`config.mk`:
```
export PLATFORM = sky130hd
export DESIGN_NAME = uart_receiver
export DESIGN_NICKNAME = d
export VERILOG_FILES = /design/src/rtl/uart_receiver_pkg.sv /design/src/rtl/uart_rx_baud_tick.sv /design/src/rtl/uart_receiver.sv
export SDC_FILE = /design/constraint.sdc
export NUM_CORES = 1
export LEC_CHECK = 0
export ABC_AREA = 1
export CORE_ASPECT_RATIO = 1.1
export CORE_MARGIN = 1.5
export CORE_UTILIZATION = 31
export DETAILED_ROUTE_END_ITERATION = 7
export PLACE_DENSITY = 0.47
export SYNTH_ARGS = -nofsm -noshare
export SYNTH_HDL_FRONTEND = slang
export SYNTH_HIERARCHICAL = 1
export SYNTH_SLANG_ARGS = --single-unit
```
`constraint.sdc`:
```
create_clock -name clk -period 8.2 [get_ports clk]
set_input_delay 2.05 -clock clk [delete_from_list [all_inputs] [get_ports clk]]
set_output_delay 2.05 -clock clk [all_outputs]
set_load 0.05 [all_outputs]
```
`src/rtl/uart_receiver_pkg.sv`:
```
// Shared types and constants for the UART receive path.
package uart_receiver_pkg;

  localparam int DATA_W     = 8;
  localparam int OVERSAMPLE = 16;
  localparam int DIV_W      = 15;

  typedef enum logic [2:0] {
    ST_IDLE      = 3'd0,
    ST_START     = 3'd1,
    ST_DATA      = 3'd2,
    ST_PARITY    = 3'd3,
    ST_STOP      = 3'd4,
    ST_WAIT_IDLE = 3'd5
  } rx_state_t;

  // 16x oversample divisors of the 100 MHz clock; indices above 11 reuse 921600 baud.
  function automatic logic [DIV_W-1:0] baud_divisor(input logic [3:0] sel);
    logic [DIV_W-1:0] div;
    case (sel)
      4'd0:    div = 15'd20833;
      4'd1:    div = 15'd5208;
      4'd2:    div = 15'd2604;
      4'd3:    div = 15'd1302;
      4'd4:    div = 15'd651;
      4'd5:    div = 15'd326;
      4'd6:    div = 15'd163;
      4'd7:    div = 15'd109;
      4'd8:    div = 15'd54;
      4'd9:    div = 15'd27;
      4'd10:   div = 15'd14;
      default: div = 15'd7;
    endcase
    return div;
  endfunction

endpackage

```
`src/rtl/uart_rx_baud_tick.sv`:
```
// 16x oversample tick generator; restart re-phases the divider to the current clk.
module uart_rx_baud_tick
  import uart_receiver_pkg::*;
(
  input  logic       clk,
  input  logic       rstb,
  input  logic [3:0] baud_select,
  input  logic       restart,
  output logic       tick
);

  logic [DIV_W-1:0] cnt;

  always_ff @(posedge clk or negedge rstb) begin
    if (!rstb) begin
      cnt <= '0;
    end else if (restart || (cnt == '0)) begin
      cnt <= baud_divisor(baud_select) - 1'b1;
    end else begin
      cnt <= cnt - 1'b1;
    end
  end

  // First tick lands exactly one divisor period after a restart.
  assign tick = (cnt == '0) && !restart;

endmodule

```
`src/rtl/uart_receiver.sv`:
```
// UART receiver: synchronizer, start detection, majority-vote bit FSM, and output hold register.
//
// state        | meaning
// IDLE         | line idle, waiting for a synchronized falling edge
// START        | validating the start bit
// DATA         | shifting in data bits, LSB first
// PARITY       | sampling the parity bit
// STOP         | sampling the stop bit and delivering the frame
// WAIT_IDLE    | stop bit was low (break); wait for the line to go high
module uart_receiver
  import uart_receiver_pkg::*;
(
  input  logic              clk,
  input  logic              rstb,
  input  logic              rx,
  input  logic [3:0]        baud_select,
  input  logic              parity_en,
  input  logic              parity_odd,
  input  logic              rx_ready,
  output logic [DATA_W-1:0] rx_data,
  output logic              rx_valid,
  output logic              parity_err,
  output logic              frame_err,
  output logic              overrun,
  output logic              busy
);

  rx_state_t state, state_next;

  logic              rx_meta, rx_sync, rx_prev;
  logic [1:0]        sync_fill;
  logic              armed;
  logic              fall, start_det;

  logic [3:0]        baud_lat, baud_eff;
  logic              par_en_lat, par_odd_lat;

  logic              tick;
  logic [3:0]        tick_rem;
  logic [1:0]        samp;
  logic [3:0]        bit_cnt;
  logic [DATA_W-1:0] shift;
  logic              par_err_q;

  logic              in_frame, sample_en, vote_en, bit_end, vote, frame_done;

  // Edge detection is armed only once the synchronizer carries a real high from
  // the line, so a frame already low at reset release is not taken as a start.
  always_ff @(posedge clk or negedge rstb) begin
    if (!rstb) begin
      rx_meta   <= 1'b1;
      rx_sync   <= 1'b1;
      rx_prev   <= 1'b1;
      sync_fill <= 2'b00;
      armed     <= 1'b0;
    end else begin
      rx_meta   <= rx;
      rx_sync   <= rx_meta;
      rx_prev   <= rx_sync;
      sync_fill <= {sync_fill[0], 1'b1};
      if (sync_fill[1] && rx_sync) armed <= 1'b1;
    end
  end

  assign fall      = armed && rx_prev && !rx_sync;
  assign start_det = (state == ST_IDLE) && fall;
  assign baud_eff  = (state == ST_IDLE) ? baud_select : baud_lat;

  uart_rx_baud_tick u_tick (
    .clk         (clk),
    .rstb        (rstb),
    .baud_select (baud_eff),
    .restart     (start_det),
    .tick        (tick)
  );

  // tick_rem counts down the ticks left in the bit; 9/8/7 are ticks 7/8/9 of the bit.
  assign in_frame   = (state == ST_START) || (state == ST_DATA) ||
                      (state == ST_PARITY) || (state == ST_STOP);
  assign sample_en  = tick && in_frame && (tick_rem inside {4'd9, 4'd8, 4'd7});
  assign vote_en    = tick && in_frame && (tick_rem == 4'd7);
  assign bit_end    = tick && in_frame && (tick_rem == 4'd0);
  assign vote       = (samp[1] & samp[0]) | (samp[1] & rx_sync) | (samp[0] & rx_sync);
  assign frame_done = (state == ST_STOP) && vote_en;
  assign busy       = (state != ST_IDLE);

  always_ff @(posedge clk or negedge rstb) begin
    if (!rstb) begin
      state <= ST_IDLE;
    end else begin
      state <= state_next;
    end
  end

  always_comb begin
    state_next = state;
    case (state)
      ST_IDLE: begin
        if (fall) state_next = ST_START;
      end
      ST_START: begin
        if (vote_en && vote) state_next = ST_IDLE;
        else if (bit_end)    state_next = ST_DATA;
      end
      ST_DATA: begin
        if (bit_end && (bit_cnt == 4'd0)) state_next = par_en_lat ? ST_PARITY : ST_STOP;
      end
      ST_PARITY: begin
        if (bit_end) state_next = ST_STOP;
      end
      ST_STOP: begin
        if (vote_en) state_next = vote ? ST_IDLE : ST_WAIT_IDLE;
      end
      ST_WAIT_IDLE: begin
        if (rx_sync) state_next = ST_IDLE;
      end
      default: state_next = ST_IDLE;
    endcase
  end

  always_ff @(posedge clk or negedge rstb) begin
    if (!rstb) begin
      baud_lat    <= '0;
      par_en_lat  <= 1'b0;
      par_odd_lat <= 1'b0;
      tick_rem    <= '0;
      samp        <= '0;
      bit_cnt     <= '0;
      shift       <= '0;
      par_err_q   <= 1'b0;
      rx_data     <= '0;
      rx_valid    <= 1'b0;
      parity_err  <= 1'b0;
      frame_err   <= 1'b0;
      overrun     <= 1'b0;
    end else begin
      overrun <= 1'b0;

      if (start_det) begin
        baud_lat    <= baud_select;
        par_en_lat  <= parity_en;
        par_odd_lat <= parity_odd;
        tick_rem    <= 4'(OVERSAMPLE - 1);
        bit_cnt     <= 4'(DATA_W);
        par_err_q   <= 1'b0;
      end else if (tick && in_frame) begin
        tick_rem <= tick_rem - 1'b1;
      end

      if (sample_en) samp <= {samp[0], rx_sync};

      if (vote_en && (state == ST_DATA)) begin
        shift   <= {vote, shift[DATA_W-1:1]};
        bit_cnt <= bit_cnt - 1'b1;
      end

      if (vote_en && (state == ST_PARITY)) begin
        par_err_q <= ((^shift) ^ vote) != par_odd_lat;
      end

      // A frame finishing on the accepting edge replaces the held byte.
      if (frame_done) begin
        if (!rx_valid || rx_ready) begin
          rx_data    <= shift;
          parity_err <= par_en_lat && par_err_q;
          frame_err  <= !vote;
          rx_valid   <= 1'b1;
        end else begin
          overrun <= 1'b1;
        end
      end else if (rx_valid && rx_ready) begin
        rx_valid <= 1'b0;
      end
    end
  end

endmodule

```
# Word level (Yosys, flattened, before mapping)
# Memories as Yosys holds them, arrays and structs flattened.
# Cells that the tools add are included.
# op_classes
addsub,4
eq_ne,16
mux,24
bitwise_logic,6
n_reduce_logical,39
# op_table
cell,count
15-bit 2-to-1 mux,2
15-bit by 1-bit subtractor with 15-bit output (second input constant),2
3-bit 2-to-1 mux,9
4-bit 2-to-1 mux,5
3-bit case mux with 6 select lines,1
1-bit logical AND,16
15-bit logical NOT,1
4-bit equality test (second input constant),2
4-bit logical NOT,2
2-bit inequality test (second input constant),4
2-bit nonzero test,4
8-bit XOR reduction,1
4-bit by 1-bit subtractor with 4-bit output (second input constant),2
1-bit 2-to-1 mux,7
3-bit by 2-bit equality test with 1-bit output (second input constant),2
3-bit equality test (second input constant),2
6-bit AND reduction,1
3-bit nonzero test,2
1-bit logical OR,5
4-bit by 3-bit equality test with 1-bit output (second input constant),1
1-bit logical NOT,4
2-bit by 1-bit inequality test with 1-bit output (second input constant),2
2-bit AND reduction,2
1-bit bitwise AND,3
other kinds (6),7
# totals
register_bits,61
romBits,224
inputBits,10
out_inout_bits,13
wordCells,110
mem_count,1
# memory_table
name,depth,width,rd,rd_clocked_by_memory_dff,wr,line_no,rtl
(no name shown),16,14,1,0,0,uart_receiver_pkg.sv:20,case (sel)

# Logic depth before layout (Yosys ltp)
# logic_depth
depth_word,10
ltp_mapped,17
mapped_depth_nobuf,16

# By module
# Netlist, hierarchy kept.
# modules_own_cells
mod,instances,cells_each,area_per_inst_um2,seq_area_each_um2
uart_receiver,1,266,2253.4,1154.9
uart_rx_baud_tick,1,193,1377.6,375.4

# Worst setup path after synthesis
# No wires, ideal clock.
# synth_timing
path_type,input port to flip-flop
startpoint,in baud_select[0]
endpoint,reg u_tick.cnt[13]
setup_time_ps,117
t_arrival_ps,3807
required_ps,8083
path_slack_ps,4276
stages,14
path_buffers,0
cell_sequence,inv_1 o21ai_0 inv_1 ha_1 nand2_1 o21ai_0 inv_1 nand2_1 nand2_4 nand2_4 nor2_2 nand3_1 nand2_1 nand2_1
# synth_between
elab_chain_len,5
# synth_rtl
element,line_no,rtl
from (decl),uart_receiver.sv:16,"input logic [3:0] baud_select,"
4-bit 2-to-1 mux,uart_receiver.sv:67,assign baud_eff = (state == ST_IDLE) ? baud_select : baud_lat;
named net baud_eff[0],uart_receiver.sv:35,"logic [3:0] baud_lat, baud_eff;"
memory 16 x 14 bit,n/a,
15-bit 2-to-1 mux,uart_rx_baud_tick.sv:17,end else if (restart || (cnt == '0)) begin
15-bit by 1-bit subtractor with 15-bit output,uart_rx_baud_tick.sv:18,cnt <= baud_divisor(baud_select) - 1'b1;
15-bit 2-to-1 mux,uart_rx_baud_tick.sv:17,
to (signal assigned),uart_rx_baud_tick.sv:18,
to (signal assigned),uart_rx_baud_tick.sv:20,cnt <= cnt - 1'b1;
to (decl),uart_rx_baud_tick.sv:12,logic [DIV_W-1:0] cnt;
# The timed path passes the listed nets, and every way through them passes these cells. The select of a mux whose other input is x is not followed.
# A chain may end at the register's enable or synchronous reset.

# Worst setup path in the final report
# layout_timing
startpoint,in baud_select[3]
endpoint,reg u_tick.cnt[8]
# The elaborated chain is that of the path after synthesis.

==> run metrics <==
Max Cap Viol=0; worst reg-to-reg setup slack=4760 ps; grt total ovfl=0; worst r2r path cells=12; CP required=8410 ps; min Tclk post-route=4460 ps; global-route wire length before repair=14400 µm; 1st-pass router iterations=4; CTS tree=built; DR WL/cell=13.0 µm; Worst Hold Class=flop to flop; Num CTS Buffers=9; Die W=106 µm; Core ar.=0.0114 mm²; Clk network pwr share=30.7%; fin. max-slew vios=0; Routability Congestion=0.832; setup TNS=0 ps; Sw Share=40.5%; syn nets=480; Crit Path Category=input pin to flop; share of flip-flops with an asynchronous set or reset=100%; Leak Pwr=2.09 nW; reg2reg end=u_tick/cnt[8]; commonest non-fill, non-tap cell in the layout=nand2_1; cells after synthesis=459; DRC=0; Buffers on Ports=22; # hold bufs at CTS=0; CTS resizes=0; Final ANT Viol Nets=0; Pwr Total=1.45 mW; nets@finish=504; GRT Util Overall=14.9%; Vias/cell=4.63; Reg-to-Reg Start=state[0]; RSZ-0062 raised after global routing=false; Int Power=0.862 mW; Post-CTS Setup Bufs=0; Synth-to-Final Area Change=19.1%; Synth top area share=40.0%; H-tree depth=3; switching pwr=0.587 mW; flops & latches, synth=61; dpl ws=3420 ps; die area=0.0124 mm²; Rows=41; initial antenna violation count=0; CP endpoint=u_tick/cnt[8]; most frequent cells in the layout=nand2_1 (140), dfrtp_1 (58), inv_1 (51); largest net degree at the start of global routing=32; run status=complete, no violations; IO Pins=23; initial DRC count=118; Setup crit start kind=input pin; Starting Density=31.7%; root buffer cell=clkbuf_16; Final setup viols=0; Ant. Diodes=0; top achievable clock speed=224 MHz; Fin Clk Skew=4.77 ps; Final Hold Viols=0; CP endpoint kind=flop; post-synthesis sequential area ratio=42.1%; YS warnings=6; period utilization=54.4%; worst rel slew slack=42.9%; layout cells sized above 1=13.1%; Post-Syn Area=0.00363 mm²; Worst Setup SP=baud_select[3]; clk slew on worst S/H paths=50 ps; die boundary height=117 µm; Gate power share=41.2%; Area after DPL=0.00397 mm²; Worst-Margin Slew=848 ps; Seq pwr share=28.0%; synth top area cells=dfrtp_1 (40%), nand2_1 (14%), inv_1 (5.3%); Power Density=335 mW/mm²; VDD IR max=0.000137 V; final core occ=37.8%; Crit Path Max Fanout=7; Arrival @ worst endpoint=4670 ps; post-DP HPWL=5970 µm; distinct cell type count after synthesis=40; Most used DFF post-synth=dfrtp_1; clk sinks=61; Synth Area per Inst=7.91 µm²; setup ws final=3740 ps; final instance area=0.00432 mm²; Max Root-Sink Buffers=2; worst skew pair latency=330 ps; Post-synth EDFFs=0; Routed Wire Length=8270 µm; largest area contributor in the netlist=dfrtp_1; detailed-route via count=2956; via count of the first global-routing pass=3000
## worst max-delay path, stage by stage
cell and delay [ps]:
clkdlybuf4s50_1 470, inv_1 50, o21ai_0 670, inv_2 150, nand2_1 160, nand2_1 60
a22oi_1 140, nand2_1 80, nand2_1 130, ha_1 250, nand3_4 140, inv_2 110
nand2_1 70, xor2_1 140
## metal layers
metal	part of all wire [%]	up-vias	track usage, %
met3	3.8	11	3.29
met4	2.0	0	6.49
met1	46	1370	18.1
li1	-	1513	-
met5	0	-	0
met2	48	62	25.6
## area by class of cell
type                    count  area [µm²]
clock inverters             6         110
fillers                  1165        7120
inverters                  56         210
well taps                 150         188
clock buffers              10         239
repair buffers             23         223
multi-input cells         332        1820
flip-flops and latches     61        1530
## power by group through the flow
stage / registers [mW] / clock network (mW) / logic, mW
after floorplan: 0.407 / 0 / 0.465
after global placement: 0.410 / 0 / 0.596
after detailed placement: 0.412 / 0 / 0.593
after CTS: 0.407 / 0.456 / 0.597
after global routing: 0.415 / 0.471 / 0.680
final: 0.407 / 0.445 / 0.598
## flip-flops by register name, summed over array words and instances (netlist names), 3 cells and up
register    cells
u_tick/cnt     15
rx_data         8
shift           8
baud_lat        4
bit_cnt         4
tick_rem        4
state           3
## per-stage QoR
| step | instances | hold WS (ps) |
|---|---|---|
| after CTS | 638 | 347 |
| final | 638 | 343 |
| after global placement | 622 | 332 |
| after detailed placement | 622 | 337 |
| after floorplan | 459 | 331 |
| after global routing | 638 | 354 |
## cells in the mapped netlist, types with 2 or more instances
| library cell | n |
|---|---|
| o21ai_1 | 6 |
| nand3_1 | 28 |
| nand2_4 | 7 |
| xor2_1 | 8 |
| a21oi_1 | 8 |
| o21ai_0 | 23 |
| o211ai_1 | 4 |
| nor3_1 | 2 |
| nor2_4 | 4 |
| o22ai_1 | 3 |
| nand3_2 | 2 |
| nor2_1 | 27 |
| inv_2 | 4 |
| xnor2_1 | 8 |
| clkbuf_1 | 3 |
| nand2_1 | 140 |
| inv_1 | 51 |
| nand2_2 | 9 |
| dfrtp_1 | 58 |
| buf_2 | 3 |
| o21ai_2 | 8 |
| nand3b_1 | 9 |
| nand4_1 | 10 |
| buf_4 | 2 |
| nor2_2 | 5 |
| ha_1 | 11 |
| dfstp_2 | 3 |
## how the worst min path moves through the flow
stage,startpoint,to,slack (ps),cells past startpoint
floorplan,sync_fill[0],sync_fill[1],330,0
global placement,sync_fill[0],sync_fill[1],330,0
detailed placement,sync_fill[0],sync_fill[1],340,0
CTS,sync_fill[0],sync_fill[1],350,0
global route,sync_fill[0],sync_fill[1],350,0
finish,sync_fill[0],sync_fill[1],340,0
## cells by family after synthesis
kind of cell | Yosys count | share of synthesized area, %
compound gates | 58 | 9.96
fa+ha+maj | 11 | 3.79
other cells | 1 | 0.103
simple gates | 246 | 32.5
xor+xnor | 16 | 3.86
buf+inv | 66 | 7.65
flops | 61 | 42.1
Note: power is estimated with default switching activity, not from simulation.
